`src/rtl/cmp_sched_pkg.sv`:
```
// cmp_sched_pkg: shared definitions for the CMP scheduler.
//   - CMPOp codes understood by the comparator (CMP_BEQ, CMP_BIOAL).
//   - Scheduler FSM state encoding.
//   - Result bundle and the op-based masking helper.
package cmp_sched_pkg;

  localparam int unsigned CmpOpW = 2;

  // CMPOp codes; every other code is reported back as an error.
  localparam logic [CmpOpW-1:0] CMP_BEQ   = 2'b00;
  localparam logic [CmpOpW-1:0] CMP_BIOAL = 2'b01;

  typedef enum logic [1:0] {
    SchedIdle = 2'b00,
    SchedEval = 2'b01,
    SchedResp = 2'b10
  } sched_state_e;

  typedef struct packed {
    logic zero;
    logic ovf;
    logic err;
  } cmp_res_t;

  // The comparator drives both flags for every op, so a flag is only meaningful
  // when the latched op actually asked for it.
  function automatic cmp_res_t mask_result(logic [CmpOpW-1:0] op, logic zero, logic ovf);
    cmp_res_t res;
    res.zero = (op == CMP_BEQ) & zero;
    res.ovf  = (op == CMP_BIOAL) & ovf;
    res.err  = (op != CMP_BEQ) && (op != CMP_BIOAL);
    return res;
  endfunction

endpackage

```
`src/rtl/cmp_sched_cmp.sv`:
```
// cmp_sched_cmp: the shared comparator datapath.
//   a, b      in  DW  operands
//   zero      out 1   a == b
//   overflow  out 1   signed overflow of a + b
// Purely combinational; both flags are produced regardless of the requested op.
module cmp_sched_cmp #(
  parameter int unsigned DW = 32
) (
  input  logic [DW-1:0] a,
  input  logic [DW-1:0] b,
  output logic          zero,
  output logic          overflow
);

  logic [DW:0] sum;

  // Sign-extend both operands by one bit; the top two sum bits differ on overflow.
  always_comb begin
    sum      = {a[DW-1], a} + {b[DW-1], b};
    zero     = (a == b);
    overflow = sum[DW] ^ sum[DW-1];
  end

endmodule

```
`src/rtl/cmp_sched.sv`:
```
// cmp_sched: round-robin scheduler sharing one comparator between two requesters.
//   clk, reset            clock and synchronous active-high reset
//   req_valid/req_ready   per-port request handshake (bit i = port i)
//   req_a0/req_b0/req_op0 port 0 (branch resolver) operands and CMPOp
//   req_a1/req_b1/req_op1 port 1 (add-overflow checker) operands and CMPOp
//   rsp_valid/rsp_ready   per-port response handshake; only the owner sees valid
//   rsp_zero/ovf/err      registered result, held until the owner accepts it
// One operation in flight: IDLE (grant) -> EVAL (compute) -> RESP (hold) -> IDLE.
module cmp_sched
  import cmp_sched_pkg::*;
#(
  parameter int unsigned DW  = 32,
  parameter int unsigned OPW = 2
) (
  input  logic           clk,
  input  logic           reset,
  input  logic [1:0]     req_valid,
  output logic [1:0]     req_ready,
  input  logic [DW-1:0]  req_a0,
  input  logic [DW-1:0]  req_b0,
  input  logic [OPW-1:0] req_op0,
  input  logic [DW-1:0]  req_a1,
  input  logic [DW-1:0]  req_b1,
  input  logic [OPW-1:0] req_op1,
  output logic [1:0]     rsp_valid,
  input  logic [1:0]     rsp_ready,
  output logic           rsp_zero,
  output logic           rsp_ovf,
  output logic           rsp_err
);

  sched_state_e   state_q, state_d;
  logic           last_grant_q, last_grant_d;
  logic           owner_q, owner_d;
  logic [DW-1:0]  a_q, a_d;
  logic [DW-1:0]  b_q, b_d;
  logic [OPW-1:0] op_q, op_d;
  cmp_res_t       res_q, res_d;

  logic [1:0]     grant;
  logic           handshake;
  logic           cmp_zero;
  logic           cmp_ovf;

  cmp_sched_cmp #(
    .DW(DW)
  ) u_cmp (
    .a        (a_q),
    .b        (b_q),
    .zero     (cmp_zero),
    .overflow (cmp_ovf)
  );

  // Arbiter: a lone requester wins; on a tie the port that did not win last time wins.
  always_comb begin
    grant = 2'b00;
    unique case (req_valid)
      2'b01:   grant = 2'b01;
      2'b10:   grant = 2'b10;
      2'b11:   grant = last_grant_q ? 2'b01 : 2'b10;
      default: grant = 2'b00;
    endcase
  end

  // Gated by reset so nothing is accepted in the reset cycle.
  assign req_ready = ((state_q == SchedIdle) && !reset) ? grant : 2'b00;
  assign handshake = |(req_valid & req_ready);

  always_comb begin
    state_d      = state_q;
    last_grant_d = last_grant_q;
    owner_d      = owner_q;
    a_d          = a_q;
    b_d          = b_q;
    op_d         = op_q;
    res_d        = res_q;
    unique case (state_q)
      SchedIdle: begin
        if (handshake) begin
          owner_d      = req_ready[1];
          last_grant_d = req_ready[1];
          a_d          = req_ready[1] ? req_a1  : req_a0;
          b_d          = req_ready[1] ? req_b1  : req_b0;
          op_d         = req_ready[1] ? req_op1 : req_op0;
          state_d      = SchedEval;
        end
      end
      SchedEval: begin
        res_d   = mask_result(CmpOpW'(op_q), cmp_zero, cmp_ovf);
        state_d = SchedResp;
      end
      SchedResp: begin
        // Only the owner's ready bit releases the result.
        if (rsp_ready[owner_q]) begin
          state_d = SchedIdle;
        end
      end
      default: state_d = SchedIdle;
    endcase
  end

  always_ff @(posedge clk) begin
    if (reset) begin
      state_q      <= SchedIdle;
      last_grant_q <= 1'b1;
      owner_q      <= 1'b0;
      a_q          <= '0;
      b_q          <= '0;
      op_q         <= '0;
      res_q        <= '0;
    end else begin
      state_q      <= state_d;
      last_grant_q <= last_grant_d;
      owner_q      <= owner_d;
      a_q          <= a_d;
      b_q          <= b_d;
      op_q         <= op_d;
      res_q        <= res_d;
    end
  end

  assign rsp_valid = (state_q == SchedResp) ? (owner_q ? 2'b10 : 2'b01) : 2'b00;
  assign rsp_zero  = res_q.zero;
  assign rsp_ovf   = res_q.ovf;
  assign rsp_err   = res_q.err;

endmodule

```
`config.mk`:
```
export PLATFORM = sky130hd
export DESIGN_NAME = cmp_sched
export DESIGN_NICKNAME = d
export VERILOG_FILES = /design/src/rtl/cmp_sched_pkg.sv /design/src/rtl/cmp_sched_cmp.sv /design/src/rtl/cmp_sched.sv
export SDC_FILE = /design/constraint.sdc
export NUM_CORES = 1
export LEC_CHECK = 0
export CORE_MARGIN = 2
export CORE_UTILIZATION = 56
export DETAILED_ROUTE_END_ITERATION = 16
export DONT_BUFFER_PORTS = 1
export PLACE_DENSITY = 0.71
export REMOVE_ABC_BUFFERS = 1
export SYNTH_ARGS = -nofsm -noshare
export SYNTH_HDL_FRONTEND = slang
export SYNTH_SLANG_ARGS = --single-unit
```
`constraint.sdc`:
```
create_clock -name clk -period 1.9 [get_ports clk]
set_input_delay 0.475 -clock clk [delete_from_list [all_inputs] [get_ports clk]]
set_output_delay 0.475 -clock clk [all_outputs]
set_load 0.005 [all_outputs]
```
==> run summary, run 1 <==
Largest net degree at the start of global routing - 75
Hold Violations, Final - 0
Sequential power share - 43.4%
RR Startpoint - a_q[17]
Flop2flop setup slack - 0.08 ns
Worst slack, placed - -0.09792 ns
Design internal power - 3.091 mW
GR Layer Usage met3 - 8.215%
HPWL Detailed - 6075 um
Final setup violation count - 0
Hold Path Stages - 1
Clock Power Share - 34.4%
M2 GR Usage - 34.85%
Crit-path cells - nor3_2 > buf_4 > nand2_8 > buf_16 > inv_1
Cell Area, Placed - 4218 um^2
Yosys top cell area share - 35.51%
Hold EP - state_q[1]
Congestion Overflow GR - 0
Status - completed
Ant diodes - 0
F_max - 0.5432 GHz
Combinational Power Share - 22.2%
Slew @ Worst Pin - 0.5133 ns
Post-Syn Instances - 441
Initial Utilization - 57.35%
Post-Layout Cell Count - 542
Die Area - 8051 um^2
Routed length per instance - 17.58 um
Most common cell after layout, fill and taps aside - o21ai_0
Crit-path slowest cell - dfxtp_2
Mapped cell area - 4115 um^2
Share of layout cells above drive strength 1 - 16.70%
YS warnings - 0
Rows - 31
Switching Share - 27.86%
TritonCTS Buffers - 9
Leakage - 2.189 nW
Avg Vias per Cell - 6.170
Slew headroom - 65.77%
Predominant post-synthesis flop cell - dfxtp_1
Crit path max fanout - 6
Mean Syn Cell Area - 9.332 um^2
CTS tree - done
Drt total wl - 9527 um
Synthesized flop and latch total - 73
Unique masters post-synth - 37
Slew Limit Fails - 0
Crit Path Category - register to output port
Worst Min Path Start - reset
H-tree Lvls - 3
Die Y - 89.73 um
Clock Sinks - 73
Crit path launch type - register
PD cells - 880.1 nW/um^2
Max_cap viols - 0
P&R area growth vs syn - 18.30%
Wire length of the first global-routing pass - 14,670 um
Fin crit period - 1.841 ns
DRT iter0 DRCs - 226
RR Endpoint - rsp_ovf
CTS max path bufs - 2
Inst Count DP - 518
Final ANT Viol Nets - 0
Synth area leader - dfxtp_1
Die W - 89.73 um
CP arrival - 1.37 ns
Seq/Total Area, Yosys - 35.51%
Hold_buf cts - 0
Setup WS post-layout - 0.05904 ns
CP required - 1.42 ns
DRC violations left - 0
Final nets - 609
Clock Latency Late Sink - 0.36 ns
Reg2Reg Depth - 8
Peak VDD IR - 0.4419 mV
Commonest non-fill, non-tap cells in the layout - 71 x o21ai_0, 69 x nand3b_1, 68 x mux2i_1
Gr busiest metal - met2
Post-synth EDFFs - 0
Buffer type at the clock tree root - clkbuf_8
Synth top area cells - dfxtp_1 36%, mux2i_1 17%, nand3b_1 13%
M1 GR Usage - 28.53%
Core area - 7176 um^2
Initial antenna violation count - 0
Hold Path Class - primary input to register
CP endpoint kind - output port
Total GRT Usage - 22.11%
Crit share post-route - 96.89%
Vias in the first global route - 3,191
Post-layout util - 67.85%
Psw - 1.194 mW
Final Cell Area - 4868 um^2
IO Port Bufs - 0
Clock Skews - 0.008675 ns
Io pins - 145
GP Congestion - 0.8638
Asr flop ratio synth - 0%
CTS clk-pin slew, worst paths - 0.08 ns
Drt first pass iters - 4
Slowest Stage Delay on Critical Path - 0.34 ns
Vias - 3,344
==> power groups by stage <==
stage | Sequential, mW | Combinational, mW | Clock, mW
floorplan | 1.82 | 0.615 | 0
global placement | 1.84 | 0.771 | 0
detailed placement | 1.84 | 0.779 | 0
CTS | 1.81 | 0.818 | 1.49
global route | 1.88 | 1.06 | 1.56
finish | 1.86 | 0.951 | 1.48
==> synth_stat cells (4+ instances only) <==
master,count
dfxtp_1,73
o21ai_0,73
nand3b_1,69
mux2i_1,68
ha_1,32
a21oi_1,21
clkbuf_1,16
nand2_1,14
buf_2,11
a21o_1,7
nor4_1,7
nand3_1,6
nand4_1,5
nor2_1,5
and3_1,4
==> how the worst max path moves through the flow <==
stage | startpoint | to | slack [ns] | depth (start not counted)
after floorplan | req_valid[0] | a_q[0] | -2.99 | 2
after global placement | a_q[1] | rsp_ovf | -0.06 | 8
after detailed placement | a_q[1] | rsp_ovf | -0.1 | 8
after CTS | a_q[6] | rsp_ovf | -0.003 | 8
after global routing | b_q[25] | rsp_ovf | -0.04 | 9
final | state_q[1] | req_ready[1] | 0.06 | 5
==> critical path: cells and delay by family, from the launching register on <==
kind	cells	cell delay, ns
buffers and inverters	3	0.41
DFF	1	0.34
and+or+nand+nor	2	0.26
==> per-layer routing <==
metal | share of wire, % | vias to the layer above
met3 | 6.9 | 13
met2 | 48 | 114
met5 | 0 | -
met4 | 1.5 | 0
met1 | 43 | 1564
li1 | - | 1653
==> through the flow <==
stage	total power, mW	hold slack [ns]	setup TNS (ns)
floorplan	2.432	0.4422	-210.46
global placement	2.607	0.4750	-0.05729
detailed placement	2.623	0.4790	-0.09792
CTS	4.121	0.1833	-0.002646
global route	4.505	0.1653	-0.07139
finish	4.285	0.1925	0
==> area by class of cell <==
| class | count | area [um^2] |
|---|---|---|
| repair buffers | 15 | 200.2 |
| multi-input cells | 337 | 2820 |
| inverters | 3 | 11.26 |
| clock inverters | 5 | 103.9 |
| flip-flops and latches | 73 | 1471 |
| fillers | 566 | 2307 |
| clock buffers | 10 | 137.6 |
| well taps | 99 | 123.9 |
==> sequential cells by signal, indices dropped and copies added (netlist names) <==
name	cells
owner_q	1
last_grant_q	1
state_q	2
rsp_zero	1
rsp_err	1
op_q	2
rsp_ovf	1
a_q	32
b_q	32
==> logic make-up (layout without fill, tap and decap cells) <==
group | after synthesis | count (layout) | share of synthesized area (%)
AO/OA/AOI/OAI | 114 | 115 | 15.08
XOR/XNOR | 1 | 1 | 0.2129
adder cells (fa/ha/maj) | 32 | 32 | 9.729
buffers and inverters | 32 | 33 | 3.436
flip-flops | 73 | 73 | 35.51
multiplexers | 68 | 68 | 16.54
AND/OR/NAND/NOR | 121 | 121 | 19.49
==> what timing repair did <==
| item | 4_1_cts | 5_1_grt |
|---|---|---|
| gates resized for setup | 7 | 37 |
| pin swaps | 2 | 5 |
| cloned | 1 | 2 |
| buffers inserted | 0 | 6 |
| endpoints found under the setup margin | 4 | 4 |
No activity file was read; power rests on OpenSTA's default activity.
==> run 2: changes to the inputs <==
clock period = 2.21 ns   (was 1.9 ns; I/O delays follow)
==> run summary, run 2 (same netlist as run 1, synthesis figures left out) <==
CTS max path bufs - 2 (unchanged)
GP Congestion - 0.8027 (was 0.8638)
Congestion Overflow GR - 0 (unchanged)
Slew @ Worst Pin - 0.4970 ns (was 0.5133 ns)
Initial Utilization - 57.35% (unchanged)
H-tree Lvls - 3 (unchanged)
Hold Violations, Final - 0 (unchanged)
Routed length per instance - 15.73 um (was 17.58 um)
Worst slack, placed - 0.3041 ns (was -0.09792 ns)
Vias - 3,223 (was 3,344)
Crit-path cells - nor3_1 > buf_4 > nand2_4 > inv_1 (was nor3_2 > buf_4 > nand2_8 > buf_16 > inv_1)
Drt first pass iters - 4 (unchanged)
Crit Path Category - register to output port (unchanged)
Vias in the first global route - 2,972 (was 3,191)
Gr busiest metal - met2 (unchanged)
Largest registers - a_q x32, b_q x32 (unchanged)
Buffer type at the clock tree root - clkbuf_8 (unchanged)
Io pins - 145 (unchanged)
P&R area growth vs syn - 7.875% (was 18.30%)
Final nets - 597 (was 609)
PD cells - 783.0 nW/um^2 (was 880.1 nW/um^2)
Setup WS post-layout - 0.2638 ns (was 0.05904 ns)
Final ANT Viol Nets - 0 (unchanged)
Core area - 7176 um^2 (unchanged)
F_max - 0.5138 GHz
Slowest Stage Delay on Critical Path - 0.34 ns (about the same)
Ant diodes - 0 (unchanged)
Largest net degree at the start of global routing - 135 (was 75)
Hold_buf cts - 0 (unchanged)
M2 GR Usage - 32.95% (was 34.85%)
Die Y - 89.73 um (unchanged)
Slew Limit Fails - 0 (unchanged)
Layout fillers - 642 (was 566)
Commonest non-fill, non-tap cells in the layout - 73 x o21ai_0, 73 x dfxtp_1, 69 x nand3b_1 (was 71 x o21ai_0, 69 x nand3b_1, 68 x mux2i_1)
TritonCTS Buffers - 9 (unchanged)
CTS clk-pin slew, worst paths - 0.07 ns (was 0.08 ns)
Peak VDD IR - 0.4356 mV (was 0.4419 mV)
Rows - 31 (unchanged)
HPWL Detailed - 6015 um (was 6075 um)
Inst Count DP - 515 (was 518)
Post-Layout Cell Count - 531 (was 542)
Crit path max fanout - 21 (was 6)
Hold Path Class - primary input to register (unchanged)
Post-layout util - 61.87% (was 67.85%)
CP endpoint kind - output port (unchanged)
Clock Latency Late Sink - 0.35 ns (was 0.36 ns)
RSZ-0062 raised after global routing - false
Clock Skews - 0.008431 ns (was 0.008675 ns)
Final Power - 3.476 mW (was 4.285 mW)
DRT iter0 DRCs - 172 (was 226)
CP required - 1.66 ns (was 1.42 ns)
Max_cap viols - 0 (unchanged)
Wire length of the first global-routing pass - 13,820 um (was 14,670 um)
M1 GR Usage - 26.14% (was 28.53%)
Fin crit period - 1.946 ns
Die W - 89.73 um (unchanged)
Leakage - 2.131 nW (was 2.189 nW)
Total GRT Usage - 20.74% (was 22.11%)
Setup TNS Final - 0 ns (unchanged)
CTS resizes - 0 (was 7)
Avg Vias per Cell - 6.070 (was 6.170)
Crit share post-route - 88.06%
Post-CTS repair timing setup buffer count - 0 (unchanged)
Share of layout cells above drive strength 1 - 5.324% (was 16.70%)
Initial antenna violation count - 0 (unchanged)
Status - completed (unchanged)
GR Layer Usage met3 - 8.382% (was 8.215%)
Final setup violation count - 0 (unchanged)
Die Area - 8051 um^2 (unchanged)
Slew headroom - 66.87% (was 65.77%)
Crit path launch type - register (unchanged)
CTS tree - done (unchanged)
CP arrival - 1.39 ns (was 1.37 ns)
Clock Sinks - 73 (unchanged)
Crit-path slowest cell - dfxtp_1 (was dfxtp_2)
IO Port Bufs - 0 (unchanged)
DRC violations left - 0 (unchanged)
Drt total wl - 8355 um (was 9527 um)
[run 2: path summary, 6_finish.rpt]
kind | from | end | slack, ns | cells after the start
max reg2reg | a_q[6] | rsp_zero | 0.29 | 5
max | state_q[1] | req_ready[1] | 0.26 | 4
min reg2reg | rsp_zero | rsp_zero | 0.49 | 2
min | reset | state_q[1] | 0.29 | 1
[run 2: critical path: cells and delay by family, from the launching register on]
family | cells | cell delay [ns]
and+or+nand+nor | 2 | 0.40
DFF | 1 | 0.34
buffers and inverters | 2 | 0.31
[run 2: cell type report]
cell class	count	area, um^2	share of cell area [%]
repair buffers	4	67.56	1.522
multi-input cells	336	2531	57.02
flip-flops and latches	73	1461	32.92
well taps	99	123.9	2.790
clock buffers	11	141.4	3.185
inverters	3	11.26	0.2537
clock inverters	5	102.6	2.311
[run 2: routing by layer]
metal,vias up,part of all wire [%]
li1,1623,-
met1,1484,44
met2,103,47
met3,13,7.1
met4,0,1.2
met5,-,0
[run 2: report_power, final]
| group | total, mW | internal (mW) | switching (mW) |
|---|---|---|---|
| registers | 1.56 | 1.47 | 0.0899 |
| clock network | 1.26 | 0.779 | 0.478 |
| logic | 0.660 | 0.296 | 0.364 |
| total | 3.48 | 2.54 | 0.932 |
[run 2: metrics by stage]
step,hold WS [ns],cell area [um^2]
2_1_floorplan,0.4422,3985
3_3_place_gp,0.4733,4195
3_5_place_dp,0.4813,4195
4_1_cts,0.2564,4439
5_1_grt,0.2495,4439
6_report,0.2946,4439
==> run 3: changes to the inputs <==
CORE_UTILIZATION = 40   (was 56)
PLACE_DENSITY = not set   (was 0.71)
==> run summary, run 3 (same netlist as run 1, synthesis figures left out) <==
Core area - 10,140 um^2 (was 7176 um^2)
Post-Layout Cell Count - 568 (was 531)
RR Startpoint - a_q[6] (unchanged)
IO Port Bufs - 0 (unchanged)
Buffers and inverters on the worst path - 0 (was 2)
Share of layout cells above drive strength 1 - 5.324% (unchanged)
Drt total wl - 8983 um (was 8355 um)
Vias in the first global route - 2,956 (was 2,972)
Rows - 37 (was 31)
Hold Path Class - primary input to register (unchanged)
Peak VDD IR - 0.3189 mV (was 0.4356 mV)
Fin crit period - 2.054 ns (was 1.946 ns)
Die W - 105.4 um (was 89.73 um)
Wire length of the first global-routing pass - 14,500 um (was 13,820 um)
Final setup violation count - 0 (unchanged)
Max_cap viols - 0 (unchanged)
Inst Count DP - 552 (was 515)
Die Area - 11,120 um^2 (was 8051 um^2)
Setup WS post-layout - 0.1558 ns (was 0.2638 ns)
CP required - 2.49 ns (was 1.66 ns)
Crit-path cells - ha_1 > or4_1 > nor4_1 > nand4_1 > a21oi_1 (was nor3_1 > buf_4 > nand2_4 > inv_1)
Drt first pass iters - 4 (unchanged)
Crit-path slowest cell - or4_1 (was dfxtp_1)
Status - completed (unchanged)
Congestion Overflow GR - 0 (unchanged)
Ant diodes - 0 (unchanged)
TritonCTS Buffers - 9 (unchanged)
Avg Vias per Cell - 5.667 (was 6.070)
Vias - 3,219 (was 3,223)
CTS max path bufs - 2 (unchanged)
CTS tree - done (unchanged)
F_max - 0.4868 GHz (was 0.5138 GHz)
Commonest non-fill, non-tap cells in the layout - 73 x o21ai_0, 73 x dfxtp_1, 69 x nand3b_1 (unchanged)
Reg2Reg Depth - 5 (unchanged)
Largest net degree at the start of global routing - 135 (unchanged)
DRC violations left - 0 (unchanged)
Final ANT Viol Nets - 0 (unchanged)
Crit path launch type - register (unchanged)
Slowest Stage Delay on Critical Path - 0.55 ns (was 0.34 ns)
Crit share post-route - 92.95% (was 88.06%)
Worst path depth - 5 (was 4)
Clock Sinks - 73 (unchanged)
Leakage - 2.120 nW (was 2.131 nW)
CP arrival - 2.34 ns (was 1.39 ns)
Initial Utilization - 40.59% (was 57.35%)
Cell Area, Placed - 4242 um^2 (was 4195 um^2)
P&R area growth vs syn - 8.665% (was 7.875%)
RR Endpoint - rsp_zero (unchanged)
Slew Limit Fails - 0 (unchanged)
Clock Skews - 0.008304 ns (was 0.008431 ns)
Die Y - 105.4 um (was 89.73 um)
DRT iter0 DRCs - 159 (was 172)
GP Congestion - 0.8272 (was 0.8027)
Slew headroom - 65.43% (was 66.87%)
Setup crit end - rsp_zero (was req_ready[1])
Worst slack, placed - 0.1995 ns (was 0.3041 ns)
Io pins - 145 (unchanged)
Initial antenna violation count - 0 (unchanged)
Final Power - 3.422 mW (was 3.476 mW)
Buffer type at the clock tree root - clkbuf_8 (unchanged)
Final nets - 597 (unchanged)
Slew @ Worst Pin - 0.5185 ns (was 0.4970 ns)
Final Cell Area - 4472 um^2 (was 4439 um^2)
Crit path max fanout - 5 (was 21)
Setup TNS Final - 0 ns (unchanged)
Clock Latency Late Sink - 0.35 ns (about the same)
Flop2flop setup slack - 0.16 ns (was 0.29 ns)
CP endpoint kind - register (was output port)
H-tree Lvls - 3 (unchanged)
Routed length per instance - 15.82 um (was 15.73 um)
CTS clk-pin slew, worst paths - 0.08 ns (was 0.07 ns)
Worst Min Path Start - reset (unchanged)
Largest registers - a_q x32, b_q x32 (unchanged)
Hold Violations, Final - 0 (unchanged)
PD cells - 765.3 nW/um^2 (was 783.0 nW/um^2)
Crit Path Category - register to register (was register to output port)
Hold_buf cts - 0 (unchanged)
Post-CTS repair timing setup buffer count - 0 (unchanged)
Crit path launch - a_q[6] (was state_q[1])
CP delay by family, top - simple AND/OR/NAND/NOR gates (unchanged)
RSZ-0062 raised after global routing - false (unchanged)
Total GRT Usage - 16.42% (was 20.74%)
CTS resizes - 0 (unchanged)
HPWL Detailed - 6385 um (was 6015 um)
run 3: layout make-up:
type                            instances  area [um^2]
Multi-Input combinational cell        336         2531
Timing Repair Buffer                    4        67.56
Clock inverter                          4        75.07
Sequential cell                        73         1461
Inverter                                3        11.26
Tap cell                              136        170.2
Fill cell                             989         5667
Clock buffer                           12        155.1
run 3: worst register-to-register path, cell delays in order, from the launching register on:
cell	delay, ns
dfxtp_1	0.32
ha_1	0.35
or4_1	0.55
nor4_1	0.43
nand4_1	0.18
a21oi_1	0.16
run 3: worst min-delay path by stage:
stage / slack (ns) / depth (start not counted) / to
final: 0.32 / 1 / rsp_zero
after global routing: 0.25 / 1 / state_q[1]
after CTS: 0.26 / 1 / rsp_zero
after detailed placement: 0.46 / 2 / rsp_zero
after global placement: 0.46 / 2 / rsp_zero
after floorplan: 0.44 / 2 / rsp_zero
run 3: per-stage QoR:
| stage | utilization (%) | hold WS [ns] |
|---|---|---|
| 2_1_floorplan | - | 0.4422 |
| 3_5_place_dp | 41.84 | 0.4640 |
| 6_report | 44.11 | 0.3242 |
| 4_1_cts | 44.11 | 0.2591 |
| 5_1_grt | 44.11 | 0.2545 |
| 3_3_place_gp | 41.84 | 0.4590 |
run 3: layer usage:
layer | GRT usage (%) | part of all wire (%)
met1 | 21.82 | 46
met2 | 25.58 | 46
met3 | 4.515 | 7.0
met4 | 5.619 | 1.2
met5 | 0 | 0
run 3: power breakdown:
group / internal, mW / leakage [nW] / switching, mW
clock network: 0.698 / 0.109 / 0.500
registers: 1.47 / 0.604 / 0.0911
logic: 0.296 / 1.41 / 0.370
